$ cat src/rtl/req_enc_pkg.sv
// req_enc_pkg: shared sizes, types and helpers for the 32-to-5 request encoder.
// Holds N_REQ/IDX_W, the 5-bit index type, the 32-bit vector type and a one-hot helper.
package req_enc_pkg;

    localparam int N_REQ = 32;
    localparam int IDX_W = 5;

    typedef logic [IDX_W-1:0] idx_t;
    typedef logic [N_REQ-1:0] vec_t;

    // Inverse of the encoder: index -> one-hot request vector.
    function automatic vec_t onehot(input idx_t i);
        onehot = vec_t'(1) << i;
    endfunction

endpackage

$ cat src/rtl/prio_enc32to5.sv
// prio_enc32to5: combinational 32-to-5 priority search with a movable start point.
// Ports: vec (requests), start (search origin) -> idx (winner), found (any bit set).
// Search order is start-1, start-2, ..., 0, 31, ..., start (mod 32);
// start = 0 degenerates to plain highest-index-wins.
module prio_enc32to5
    import req_enc_pkg::*;
(
    input  logic [N_REQ-1:0] vec,
    input  logic [IDX_W-1:0] start,
    output logic [IDX_W-1:0] idx,
    output logic             found
);

    idx_t pos;

    // Walk the order backwards so the last hit written is the first in order.
    always_comb begin
        idx   = '0;
        found = 1'b0;
        pos   = '0;
        for (int k = N_REQ - 1; k >= 0; k--) begin
            pos = start - idx_t'(k + 1);
            if (vec[pos]) begin
                idx   = pos;
                found = 1'b1;
            end
        end
    end

endmodule

$ cat src/rtl/req_encoder32.sv
// req_encoder32: registered 32-to-5 request encoder with valid/ready output.
// Ports: CLK, RST_N (async low), REQ[31:0] in; A[4:0], VALID out; READY in;
//        PEND[31:0] pending vector, ANY = |PEND.
// Build option REQ_ENC_RR_EN: round-robin select (LAST register) instead of
// fixed highest-index priority.
module req_encoder32
    import req_enc_pkg::*;
(
    input  logic             CLK,
    input  logic             RST_N,
    input  logic [N_REQ-1:0] REQ,
    output logic [IDX_W-1:0] A,
    output logic             VALID,
    input  logic             READY,
    output logic [N_REQ-1:0] PEND,
    output logic             ANY
);

    logic             hs;
    logic             load;
    logic [N_REQ-1:0] clr;
    logic [N_REQ-1:0] cand;
    logic [IDX_W-1:0] start;
    logic [IDX_W-1:0] sel_idx;
    logic             sel_found;

    assign hs   = VALID & READY;
    assign load = ~VALID | READY;
    assign clr  = hs ? onehot(A) : '0;
    // A new request on the bit being cleared wins over the clear.
    assign cand = (PEND & ~clr) | REQ;

`ifdef REQ_ENC_RR_EN
    logic [IDX_W-1:0] last;

    // Search starts just below the code being acknowledged this edge,
    // so the freshly served line drops to lowest priority immediately.
    assign start = hs ? A : last;

    always_ff @(posedge CLK or negedge RST_N) begin
        if (!RST_N) begin
            last <= '0;
        end else if (hs) begin
            last <= A;
        end
    end
`else
    assign start = '0;
`endif

    prio_enc32to5 u_prio (
        .vec   (cand),
        .start (start),
        .idx   (sel_idx),
        .found (sel_found)
    );

    // Output stage reloads only when empty or being drained, so a stalled
    // code is never preempted by later, higher-priority arrivals.
    always_ff @(posedge CLK or negedge RST_N) begin
        if (!RST_N) begin
            PEND  <= '0;
            VALID <= 1'b0;
            A     <= '0;
        end else begin
            PEND <= cand;
            if (load) begin
                VALID <= sel_found;
                if (sel_found) begin
                    A <= sel_idx;
                end
            end
        end
    end

    assign ANY = |PEND;

endmodule
$ cat config.mk
export PLATFORM = sky130hd
export DESIGN_NAME = req_encoder32
export DESIGN_NICKNAME = d
export VERILOG_FILES = /design/src/rtl/req_enc_pkg.sv /design/src/rtl/prio_enc32to5.sv /design/src/rtl/req_encoder32.sv
export SDC_FILE = /design/constraint.sdc
export NUM_CORES = 1
export LEC_CHECK = 0
export CORE_ASPECT_RATIO = 1.1
export CORE_UTILIZATION = 33
export CTS_CLUSTER_DIAMETER = 100
export CTS_CLUSTER_SIZE = 40
export DETAILED_ROUTE_END_ITERATION = 8
export GPL_TIMING_DRIVEN = 0
export SETUP_SLACK_MARGIN = 0.5
export SLEW_MARGIN = 20
export SYNTH_ARGS = -nofsm -noshare
export SYNTH_HDL_FRONTEND = slang
export SYNTH_SLANG_ARGS = --single-unit
$ cat constraint.sdc
create_clock -name CLK -period 2.05 [get_ports CLK]
set_input_delay 0.41 -clock CLK [delete_from_list [all_inputs] [get_ports CLK]]
set_output_delay 0.41 -clock CLK [all_outputs]
set_load 0.02 [all_outputs]
==> key figures, run 1 <==
Clock network
  • CTS tree: yes
  • Clk root buf: clkbuf_8
  • # hold bufs at CTS: 0
  • H-tree Lvls: 2
  • CTS buffer count: 5
  • Clock sinks: 38
  • Max Buffers Root-to-Sink: 2
  • Clk_lat worst skew: 300 ps
  • Clock transition at path regs: about 80 ps

Global routing
  • Largest net degree at the start of global routing: 26
  • First-pass GRT wire length: between 10,000 and 15,000 µm
  • GRT overflow: 0
  • Initial antenna violation count: 0
  • All-layer global routing usage: 20.5%
  • Vias in the first global route: 2,246

Setup path
  • Worst path required time: ~2200 ps
  • Crit path max fanout: 8
  • Max stage delay cell, worst path: dfrtp_2
  • WS Path Type: reg2reg
  • Setup slack, reg-to-reg: -320 ps
  • Crit-path cells: and4b_1, buf_6, a41oi_4, nor4_4, nand4_1, o21ai_4, mux2_4
  • Crit path launch: A[4]$_DFFE_PN0P_
  • Critical path's top delay family: simple AND/OR/NAND/NOR gates
  • Critical path destination: A[2]$_DFFE_PN0P_
  • Crit path depth: 7
  • CP peak stage delay: 440 ps
  • FF-to-FF path depth: 7
  • Crit start category: flop
  • Reg2reg end: A[2]$_DFFE_PN0P_
  • Critical path arrival: 2550 ps
  • R2r startpoint: A[4]$_DFFE_PN0P_
  • WP buf/inv: 1
  • Crit end category: flop

Logic synthesis
  • Async SR Flop Fraction: 100%
  • Yosys reg bits: 38
  • Register area share after synthesis: 39.8%
  • Post-synth EDFFs: 0
  • Syn Nets: 275
  • Synthesized cell area: 2390 µm²
  • Leading area contributor after synthesis: dfrtp_1
  • Synthesized area per cell: 9.96 µm²
  • Yosys top cell area share: approximately two fifths
  • Synth cell count leaders: 55 x nor2_1, 38 x dfrtp_1, 15 x nor4_1, 12 x inv_1, 11 x nand2_1
  • Synth cell types: 47
  • Top-count cell post-synth: nor2_1
  • Ranking of synthesized cells by area: dfrtp_1 40%, nor2_1 8.6%, a41oi_4 5.8%
  • Synthesis Warnings: 0
  • Top FF cell, synth: dfrtp_1
  • Gate Count Post-Synth: 240

Die
  • Die area: 7590 µm²
  • Initial Util: 34.1%
  • # IOs: 74
  • Chip Width: approximately 83 µm
  • Core area: 7010 µm²
  • Placement Rows: 32
  • Die H: 91.3 µm

Finish
  • FF+latch area: slightly below 1000 µm²
  • Fillcell total: 660
  • # diodes: 0
  • Finished Cell Area: 3690 µm²
  • Area of the multi-input gates: 1500 µm²
  • Core Util, Final: between 50% and 60%
  • Non-Filler Instances: 427
  • Layout cells sized above 1: 33.3%
  • Fin nets: 376
  • Area growth syn-to-layout: 54.6%

Placed design
  • Inst Count DP: approximately 400
  • Gpl congestion: between 0.8 and 0.9
  • Port Buffers: 73
  • Setup WS pre-CTS: -809 ps
  • Detailed Place HPWL: roughly 5600 µm
  • Placed inst area: 3320 µm²

Pwr
  • Leakage: 1.27 nW
  • Cell Pwr Density: 452 nW/µm²
  • Worst vdd ir: 0.000266 V

Timing
  • Final period utilization: 116%
  • Max Freq: approximately 0.42 GHz
  • Slew HR: roughly 64%
  • RSZ-0062 raised after global routing: true
  • Max-slew violation count: 0
  • Final Setup Violations: 6
  • Final Skew: 12.9 ps
  • Fin crit period: 2370 ps
  • Final TNS setup: -1430 ps
  • Fin worst setup slack: -322 ps
  • Tightest Pin Transition: 533 ps
  • Final hold vios: 0

Routing
  • Iteration count of the initial detailed-routing pass: 6
  • Average wire per standard cell: 17.9 µm
  • DR vias: 2,281
  • Initial DRC Count: 95
  • Drt total wl: roughly 7600 µm
  • Residual DRC count: 0
  • Detail Route Antenna Nets: 0
  • Routed vias/inst: between 5 and 6

Flow run
  • Max-cap violations: 0

Run status
  • Failing checks: negative setup slack
  • Status: finished, violations left

Worst hold path
  • Min-Delay Path Class: in2async
timing repair:
item,CTS,global route
resized for setup,48,31
pin swaps,8,12
endpoints found under the setup margin,46,8
buffers inserted,8,12
cell families (layout without fill, tap and decap cells):
family	count (synthesis)	in the layout	share of synthesized area, %
and+or+nand+nor	120	120	29.4
AOI/OAI and AO/OA	55	55	23.2
DFF	38	38	39.8
buffers and inverters	26	128	7.02
muxes	1	1	0.628
area by class of cell:
cell class | instances | share of cell area [%]
buffer | 12 | 3.49
multi-input combinational | 176 | 40.7
timing repair buffer | 94 | 22.9
clock inverter | 1 | 0.136
clock buffer | 7 | 2.34
inverter | 14 | 1.42
tap | 85 | 2.88
sequential | 38 | 26.2
placed cells by master, fill, tap and decap left out, types with 2 or more instances in the layout:
master and n:
a41oi_4 8, nor4b_2 3, o21bai_1 2, nand2_1 11
clkdlybuf4s50_1 32, a21oi_1 6, dlygate4sd2_1 37, or2_2 3
nand4_1 3, nor3_1 5, a211oi_1 2, nor4_4 9
o31ai_1 3, inv_1 12, nand2b_1 3, clkbuf_2 2
a211o_1 2, inv_2 2, nor2_1 55, dfrtp_1 25
and4b_1 2, nor2b_1 5, a31oi_1 3, a31oi_2 9
a21oi_2 4, clkbuf_8 6, a41oi_2 3, dfrtp_2 13
buf_4 24, buf_6 7, o21ai_0 3, nor4_1 4
nor4_2 8, buf_12 2
how the worst min path moves through the flow:
stage                           from                end  slack, ps  cells past startpoint
floorplan                      RST_N   A[0]$_DFFE_PN0P_        110                      0
global placement    A[4]$_DFFE_PN0P_   A[4]$_DFFE_PN0P_        520                      2
finish                         RST_N  PEND[2]$_DFF_PN0_          3                      1
global route                   RST_N  PEND[4]$_DFF_PN0_         20                      1
detailed placement             RST_N  PEND[2]$_DFF_PN0_        340                      1
CTS                            RST_N  PEND[2]$_DFF_PN0_         10                      1
per-layer routing:
layer,track usage (%),routed length (µm),part of all wire [%],up-vias
met1,26.9,3400,45,1128
li1,-,-,-,1084
met2,34.0,3850,50,56
met5,0,0,0,-
met3,3.45,238,3.1,13
met4,6.90,142,1.9,0
flip-flops by register name (all words and copies together) (netlist names):
name / flops
VALID: 1
PEND: 32
A: 5
metrics by stage:
stage,hold slack [ps],power (mW)
6_report,2.51,1.67
5_1_grt,22.3,1.73
4_1_cts,12.9,1.66
3_5_place_dp,336,1.12
3_3_place_gp,524,1.11
2_1_floorplan,114,0.947
report_power, final:
| group | switching (mW) | leakage (nW) | internal, mW |
|---|---|---|---|
| clock | 0.277 | 0.0482 | 0.272 |
| combinational | 0.187 | 0.885 | 0.148 |
| sequential | 0.0205 | 0.338 | 0.766 |
| total | 0.484 | 1.27 | 1.19 |
Note: power is estimated with default switching activity, not from simulation.
==> inputs of run 2 (changes only) <==
--- a/config.mk
+++ b/config.mk
@@ -11,6 +11,7 @@
 export CTS_CLUSTER_SIZE = 40
 export DETAILED_ROUTE_END_ITERATION = 8
 export GPL_TIMING_DRIVEN = 0
+export PLACE_DENSITY_LB_ADDON = 0.05
 export SETUP_SLACK_MARGIN = 0.5
 export SLEW_MARGIN = 20
 export SYNTH_ARGS = -nofsm -noshare
==> run 2 against run 1 <==
- the flow still finishes with violations (negative setup slack)
- wire length rose by 0.10%
- non-clock buffer count decreased by 7
- register-to-register slack lost 90 ps
- global-route usage rose by 0.081 points
- sequential power is essentially flat
- flip-flop and latch count is the same
- critical path type unchanged
- critical endpoint unchanged
- largest power group unchanged
==> key figures, run 2 (same netlist as run 1, synthesis figures left out) <==
Setup path
  • Critical path arrival: 2630 ps
  • Crit start category: flop
  • Crit end category: flop
  • WS Path Type: reg2reg
  • Worst path required time: 2220 ps
  • Crit path max fanout: 5
  • Setup slack, reg-to-reg: -410 ps

Timing
  • Final period utilization: 120%
  • Final Skew: 6.93 ps
  • Final TNS setup: -2000 ps
  • Worst hold slack: approximately 90 ps
  • RSZ-0062 raised after global routing: true
  • Tightest Pin Transition: 531 ps
  • Max-slew violation count: 0
  • Max Freq: 0.407 GHz
  • Slew HR: around 65%
  • Fin crit period: approximately 2500 ps
  • Final Setup Violations: 7
  • Final hold vios: 0
  • Fin worst setup slack: -408 ps

Global routing
  • GRT overflow: 0
  • All-layer global routing usage: 20.6%
  • Vias in the first global route: 2,172
  • Initial antenna violation count: 0
  • Largest net degree at the start of global routing: 22
  • First-pass GRT wire length: 12,100 µm

Die
  • Die area: 7590 µm²
  • Core area: 7010 µm²
  • Initial Util: between 30 and 40%
  • Chip Width: roughly 83 µm
  • Die H: 91.3 µm
  • # IOs: 74
  • Placement Rows: 32

Clock network
  • Clk root buf: clkbuf_8
  • CTS tree: yes
  • Max Buffers Root-to-Sink: 2
  • CTS buffer count: 5
  • H-tree Lvls: 2
  • # hold bufs at CTS: 0
  • Clock transition at path regs: 80 ps
  • Clk_lat worst skew: 290 ps
  • Clock sinks: 38

Finish
  • Layout cells sized above 1: 30.1%
  • Commonest non-fill, non-tap cells in the layout: 54 x nor2_1, 39 x dlygate4sd2_1, 32 x clkdlybuf4s50_1
  • Area growth syn-to-layout: 52.6%
  • Non-Filler Instances: 421
  • # diodes: 0
  • Fin nets: 370
  • FF+latch area: 967 µm²
  • Largest reg by FF count: PEND
  • Fillcell total: about 650
  • Most common cell after layout, fill and taps aside: nor2_1
  • Largest register FFs: 32
  • Area of the multi-input gates: 1460 µm²
  • Largest regs: PEND x32, A x5, VALID x1

Routing
  • Detail Route Antenna Nets: 0
  • Drt total wl: 7640 µm
  • Iteration count of the initial detailed-routing pass: 6
  • Average wire per standard cell: 18.1 µm
  • Routed vias/inst: 5.41
  • Residual DRC count: 0
  • Initial DRC Count: 136
  • DR vias: 2,277

Placed design
  • Port Buffers: between 70 and 80
  • Inst Count DP: between 300 and 400
  • Gpl congestion: 0.783
  • Detailed Place HPWL: 5470 µm

Pwr
  • Leakage: around 1.2 nW
  • Pwr Total: 1.74 mW
  • Cell Pwr Density: 477 nW/µm²
  • Worst vdd ir: 0.000341 V

Worst hold path
  • Min-Delay Path Class: in2async

Flow run
  • Max-cap violations: 0

Run status
  • Failing checks: negative setup slack
  • Status: finished, violations left
## run 2: worst paths after layout
check                                 startpoint            endpoint  cells past startpoint
worst min-delay path                       RST_N  PEND[11]$_DFF_PN0_                      1
worst min register to register  A[4]$_DFFE_PN0P_    A[4]$_DFFE_PN0P_                      2
min in group CLK                A[4]$_DFFE_PN0P_    A[4]$_DFFE_PN0P_                      2
max in group asynchronous                  RST_N    A[0]$_DFFE_PN0P_                      2
worst max-delay path            A[3]$_DFFE_PN0P_    A[2]$_DFFE_PN0P_                      8
worst max register to register  A[3]$_DFFE_PN0P_    A[2]$_DFFE_PN0P_                      8
## run 2: per-layer routing
layer | global-route usage, % | up-vias | part of all wire, %
met1 | 29.3 | 1121 | 47
met4 | 5.32 | 0 | 1.2
met2 | 32.2 | 70 | 47
met3 | 3.45 | 6 | 4.5
li1 | - | 1080 | -
met5 | 0 | - | 0
## run 2: area by class of cell
cell class / count / area share (%)
inverters: 14 / 1.44
multi-input cells: 177 / 40.0
clock buffers: 8 / 3.02
plain buffers: 12 / 3.33
flip-flops and latches: 38 / 26.5
well taps: 85 / 2.92
repair buffers: 87 / 22.8
## run 2: metrics by stage
step,utilization (%),setup slack (ps),instance area (µm²)
global placement,47.1,-901,3300
global route,52.1,-506,3650
CTS,49.9,-369,3490
floorplan,-,-149,2460
finish,52.1,-408,3650
detailed placement,47.4,-851,3320
## run 2: critical path, cell delays in order (launching register included)
cell and delay (ps):
dfrtp_2 450, and4b_1 320, buf_6 140, buf_6 110, a41oi_4 140, nor4_4 410
nand4_2 200, o21ai_4 230, mux2_4 320
## run 2: timing repair
item | CTS | global route
gates resized for setup | 48 | 23
buffers inserted | 7 | 6
gates cloned | 1 | 0
endpoints found under the setup margin | 48 | 10
pin swaps | 8 | 15
## run 2: power by group
| group | switching, mW | internal, mW |
|---|---|---|
| logic | 0.186 | 0.147 |
| registers | 0.0194 | 0.766 |
| clock network | 0.282 | 0.340 |
==> inputs of run 3 (changes only) <==
--- a/config.mk
+++ b/config.mk
@@ -13,7 +13,6 @@
 export GPL_TIMING_DRIVEN = 0
 export PLACE_DENSITY_LB_ADDON = 0.05
 export SETUP_SLACK_MARGIN = 0.5
-export SLEW_MARGIN = 20
 export SYNTH_ARGS = -nofsm -noshare
 export SYNTH_HDL_FRONTEND = slang
 export SYNTH_SLANG_ARGS = --single-unit
==> run 3 against run 2 <==
- the run still ends with negative setup slack left
- clock skew up 1.4 ps
- cell count down 1.2%
- first-iteration DRC count up 15%
- register-to-register slack better by 50 ps
- global-route usage down 0.41 points
- non-clock buffer count down 4
- core utilization down 1.3 points
- critical path type unchanged
==> key figures, run 3 (same netlist as run 1, synthesis figures left out) <==
Setup path
  • Crit path max fanout: 7
  • WS Path Type: reg2reg
  • Max stage delay cell, worst path: dfrtp_2
  • Crit end category: flop
  • FF-to-FF path depth: 8
  • Setup slack, reg-to-reg: -350 ps
  • Crit-path cells: and4b_1, buf_6, buf_4, a31oi_4, nor4_4, nand4_2, o21ai_4, mux2_4
  • Critical path arrival: 2580 ps
  • CP peak stage delay: 450 ps
  • Crit start category: flop
  • Worst path required time: 2220 ps
  • R2r startpoint: A[3]$_DFFE_PN0P_
  • Reg2reg end: A[2]$_DFFE_PN0P_

Pwr
  • Worst vdd ir: 0.000332 V
  • Cell Pwr Density: 486 nW/µm²
  • Sw power: around 0.48 mW
  • Sequential share of power: 45.4%
  • Leakage: 1.18 nW
  • Clock power share: 36.2%
  • Internal power: 1.24 mW
  • Comb power frac: about 18%
  • Sw Ratio: 28.0%

Clock network
  • Clk root buf: clkbuf_8
  • Max Buffers Root-to-Sink: 2
  • CTS buffer count: 5
  • Clk_lat worst skew: 290 ps
  • H-tree Lvls: 2
  • Clock transition at path regs: about 90 ps
  • CTS tree: yes
  • Clock sinks: 38

Global routing
  • Most used routing layer: met2
  • First-pass GRT wire length: between 10,000 and 15,000 µm
  • Vias in the first global route: roughly 2.1k
  • Largest net degree at the start of global routing: 38
  • Initial antenna violation count: 0
  • GRT overflow: 0
  • Met2 Track Usage GR: 32.0%
  • Met1 Track Usage GR: 28.7%
  • Grt met3 use: 3.36%
  • All-layer global routing usage: 20.1%

Die
  • Die area: 7590 µm²
  • Placement Rows: 32
  • Chip Width: roughly 83 µm
  • Initial Util: 34.1%
  • Core area: 7010 µm²
  • # IOs: 74
  • Die H: 91.3 µm

Placed design
  • Detailed Place HPWL: 5380 µm
  • Gpl congestion: 0.783
  • Port Buffers: 73
  • Inst Count DP: 399
  • Setup WS pre-CTS: -850 ps

Routing
  • Drt total wl: around 7500 µm
  • DR vias: approximately 2.3k
  • Residual DRC count: 0
  • Average wire per standard cell: 18.0 µm
  • Initial DRC Count: 157
  • Iteration count of the initial detailed-routing pass: 7
  • Detail Route Antenna Nets: 0
  • Routed vias/inst: 5.42

Finish
  • Largest reg by FF count: PEND
  • # diodes: 0
  • Fin nets: between 300 and 400
  • Largest regs: PEND x32, A x5, VALID x1
  • Commonest non-fill, non-tap cells in the layout: 55 x nor2_1, 39 x dlygate4sd2_1, 32 x clkdlybuf4s50_1
  • Area growth syn-to-layout: 48.8%
  • Non-Filler Instances: 416
  • Layout cells sized above 1: roughly 28%
  • Most common cell after layout, fill and taps aside: nor2_1
  • Largest register FFs: 32

Timing
  • Tightest Pin Transition: a little under 600 ps
  • Final TNS setup: -1640 ps
  • Final period utilization: 117%
  • Fin crit period: 2400 ps
  • Max Freq: 0.416 GHz
  • Max-slew violation count: 0
  • Slew HR: 61.6%
  • Final Setup Violations: 7
  • RSZ-0062 raised after global routing: true
  • Fin worst setup slack: -355 ps
  • Final Skew: 8.37 ps
  • Final hold vios: 0

Run status
  • Status: finished, violations left
  • Failing checks: negative setup slack

Worst hold path
  • Min-Delay Path Class: in2async

Flow run
  • Max-cap violations: 0
==> run 3: changes by cell type in the layout (fill, tap and decap cells not counted), sizes merged <==
cell	change
buf	-5
o21ai	-1
dlygate4sd3	+1
==> run 3: metrics by stage <==
step                      power, mW  utilization, %  hold slack [ps]  area [µm²]
after global placement         1.11            47.1              524        3300
final                          1.73            50.7              442        3560
after detailed placement       1.12            47.3              211        3320
after global routing           1.80            50.7              453        3560
after CTS                      1.74            49.6              441        3480
after floorplan               0.947               -              114        2460
==> run 3: power groups by stage <==
| stage | registers [mW] | clock network, mW | logic [mW] |
|---|---|---|---|
| after floorplan | 0.813 | 0 | 0.134 |
| after global placement | 0.799 | 0 | 0.313 |
| after detailed placement | 0.799 | 0 | 0.319 |
| after CTS | 0.785 | 0.636 | 0.315 |
| after global routing | 0.787 | 0.669 | 0.342 |
| final | 0.785 | 0.625 | 0.318 |
==> run 3: layer usage <==
layer / vias to the layer above / share of wire [%]
met5: - / 0
met2: 69 / 46
met4: 0 / 0.51
li1: 1069 / -
met1: 1116 / 48
met3: 2 / 5.5
==> run 3: layout make-up <==
class                   count  area, µm²
well taps                  85        106
inverters                  14       52.6
multi-input cells         176       1430
plain buffers              12        121
repair buffers             83        768
fillers                   680       3450
flip-flops and latches     38        967
clock buffers               8        110
==> run 3: worst max-delay path by stage <==
| stage | cells after the start | start | endpoint | slack [ps] |
|---|---|---|---|---|
| 2_1_floorplan | 7 | A[4]$_DFFE_PN0P_ | A[2]$_DFFE_PN0P_ | -150 |
| 3_5_place_dp | 8 | READY | A[2]$_DFFE_PN0P_ | -850 |
| 3_3_place_gp | 9 | READY | A[2]$_DFFE_PN0P_ | -900 |
| 4_1_cts | 8 | A[3]$_DFFE_PN0P_ | A[2]$_DFFE_PN0P_ | -380 |
| 5_1_grt | 10 | A[3]$_DFFE_PN0P_ | A[1]$_DFFE_PN0P_ | -440 |
| 6_report | 8 | A[3]$_DFFE_PN0P_ | A[2]$_DFFE_PN0P_ | -350 |
==> run 3: critical path, delay by kind of cell (launching register included) <==
family          cells  cell delay (ps)
simple gates        3              870
flops               1              450
compound gates      2              350
mux                 1              320
buf+inv             2              290
==> run 3: repair_timing <==
action                                  4_1_cts  5_1_grt
setup buffers                                 6        2
endpoints found under the setup margin       48        8
hold buffers                                  1        0
pin swaps                                     9       10
resized for setup                            48       13
hold endpoints to repair                      1        0
==> RTL edit (settings of run 3) <==
Build with the macro `REQ_ENC_RR_EN` defined.
--- a/src/rtl/req_encoder32.sv
+++ b/src/rtl/req_encoder32.sv
@@ -4,4 +4,6 @@
 // Build option REQ_ENC_RR_EN: round-robin select (LAST register) instead of
 // fixed highest-index priority.
+`define REQ_ENC_RR_EN
+
 module req_encoder32
     import req_enc_pkg::*;
Check against the original RTL: not equivalent (a bounded check fails within 4 cycles, from zero or initial values and one cycle with RST_N low).
==> RTL edit against run 3 <==
- the run still ends with setup timing left
- count of clock-buffer cells in the layout is 3 lower
- synthesized area grew to 3.2 times the old value
- critical path type unchanged
- setup slack worse by 2.2 ns
- sequential share of layout area is 17 points lower
- critical endpoint is now A[4]
- sequential cell count is 5 higher
- clock skew is 0.0038 ns lower
- wire length grew to 5.1 times the old value
- via count grew to 4.0 times the old value
- cell area grew to 3.2 times the old value
- global-route usage is 12 points higher
Power is left out: it rests on default switching activity, and per cell area and clock period it moved more than threefold.
==> RTL edit: results (changes against run 3) <==
GRT
  – Pin count of the biggest net entering global routing: 36 (-5.3%)
  – GR Util met3: 5.77% (+2.4 points)
  – Grt met2 use: 50.4% (+18 points)

Setup path
  – CP Max Fanout: 8 (+1)
  – Max stage delay on crit path: 0.58 ns (+0.13 ns)
  – CP max-delay cell: mux4_2
  – Reg2Reg Capture Point: A[4]

Synth
  – Most instantiated cells after synthesis: nor2_1, nand2_1, mux4_2
  – Post-Syn Nets: 981 (+260%)
  – Seq/Total Area, Yosys: 14.2% (-26 points)
  – Main area contributors after synthesis: dfrtp_1, mux4_2, nor2_1
  – Compound-gate portion of the synthesized area: 25.4% (+2.2 points)

Place
  – Placed Cells: 1,302 (+230%)
  – PortBufs: 72 (-1.4%)

Run status
  – Outcome: finished with violations
  – Violated checks: setup timing

Layout
  – Share of layout cells above drive strength 1: 39.8% (+12 points)
  – Finished Layout Cells: 1,392 (+230%)
  – Area grow syn2layout: 48.6%

CTS
  – Cts repair resizes: 255 (+430%)
  – Root Buffer: clkbuf_16
  – Clock transition at path regs: 0.07 ns (-0.02 ns)

Detailed routing
  – Starting DRT DRC Count: 909 (+480%)
  – DR vias/cell: 6.50 (+20%)

Timing
  – Final setup vio count: 7 (unchanged)
  – Setup ws final: -2.53 ns (-2.18 ns)

Die
  – Total Die Area: 23,500 sq um (+210%)
==> RTL edit: changes by cell type in the layout (fill, tap and decap cells not counted), sizes merged, moves of 25 or more <==
cell,before,now
buf,22,115
nor2,55,136
mux4,0,47
nand2,11,55
mux2i,0,43
inv,14,56
o21ai,4,40
a21oi,10,41
xnor2,0,28
nor3,5,31
clkbuf,9,34
o22ai,0,25
==> RTL edit: area by class of cell <==
| type | instances | share of cell area (%) |
|---|---|---|
| Clock inverter | 3 | 0.601 |
| Inverter | 57 | 2.38 |
| Clock buffer | 5 | 1.11 |
| Timing Repair Buffer | 155 | 12.2 |
| Tap cell | 295 | 3.28 |
| Buffer | 59 | 5.83 |
| Multi-Input combinational cell | 775 | 64.9 |
| Sequential cell | 43 | 9.71 |
==> RTL edit: kinds of logic after synthesis <==
group	after synthesis
mux	105
fa+ha+maj	12
flops	43
buf+inv	116
compound gates	268
simple gates	362
xor+xnor	28
==> RTL edit: worst max-delay path by stage <==
stage                     startpoint  endpoint
after global routing           VALID      A[4]
after global placement         READY      A[1]
after floorplan                VALID      A[1]
after CTS                      VALID      A[4]
after detailed placement       READY      A[1]
final                          VALID      A[4]
==> RTL edit: stage by stage <==
| step | setup slack, ns | util (%) | instance area (sq um) | setup TNS [ns] | hold slack (ns) |
|---|---|---|---|---|---|
| after global placement | -3.93 | 40.5 | 9030 | -60.28 | 0.632 |
| after CTS | -2.40 | 47.7 | 10600 | -14.25 | 0.507 |
| after floorplan | -2.12 | - | 7950 | -12.21 | 0.114 |
| after global routing | -2.56 | 50.4 | 11200 | -15.08 | 0.524 |
| final | -2.53 | 50.4 | 11200 | -14.67 | 0.496 |
| after detailed placement | -3.88 | 40.5 | 9050 | -22.79 | 0.291 |
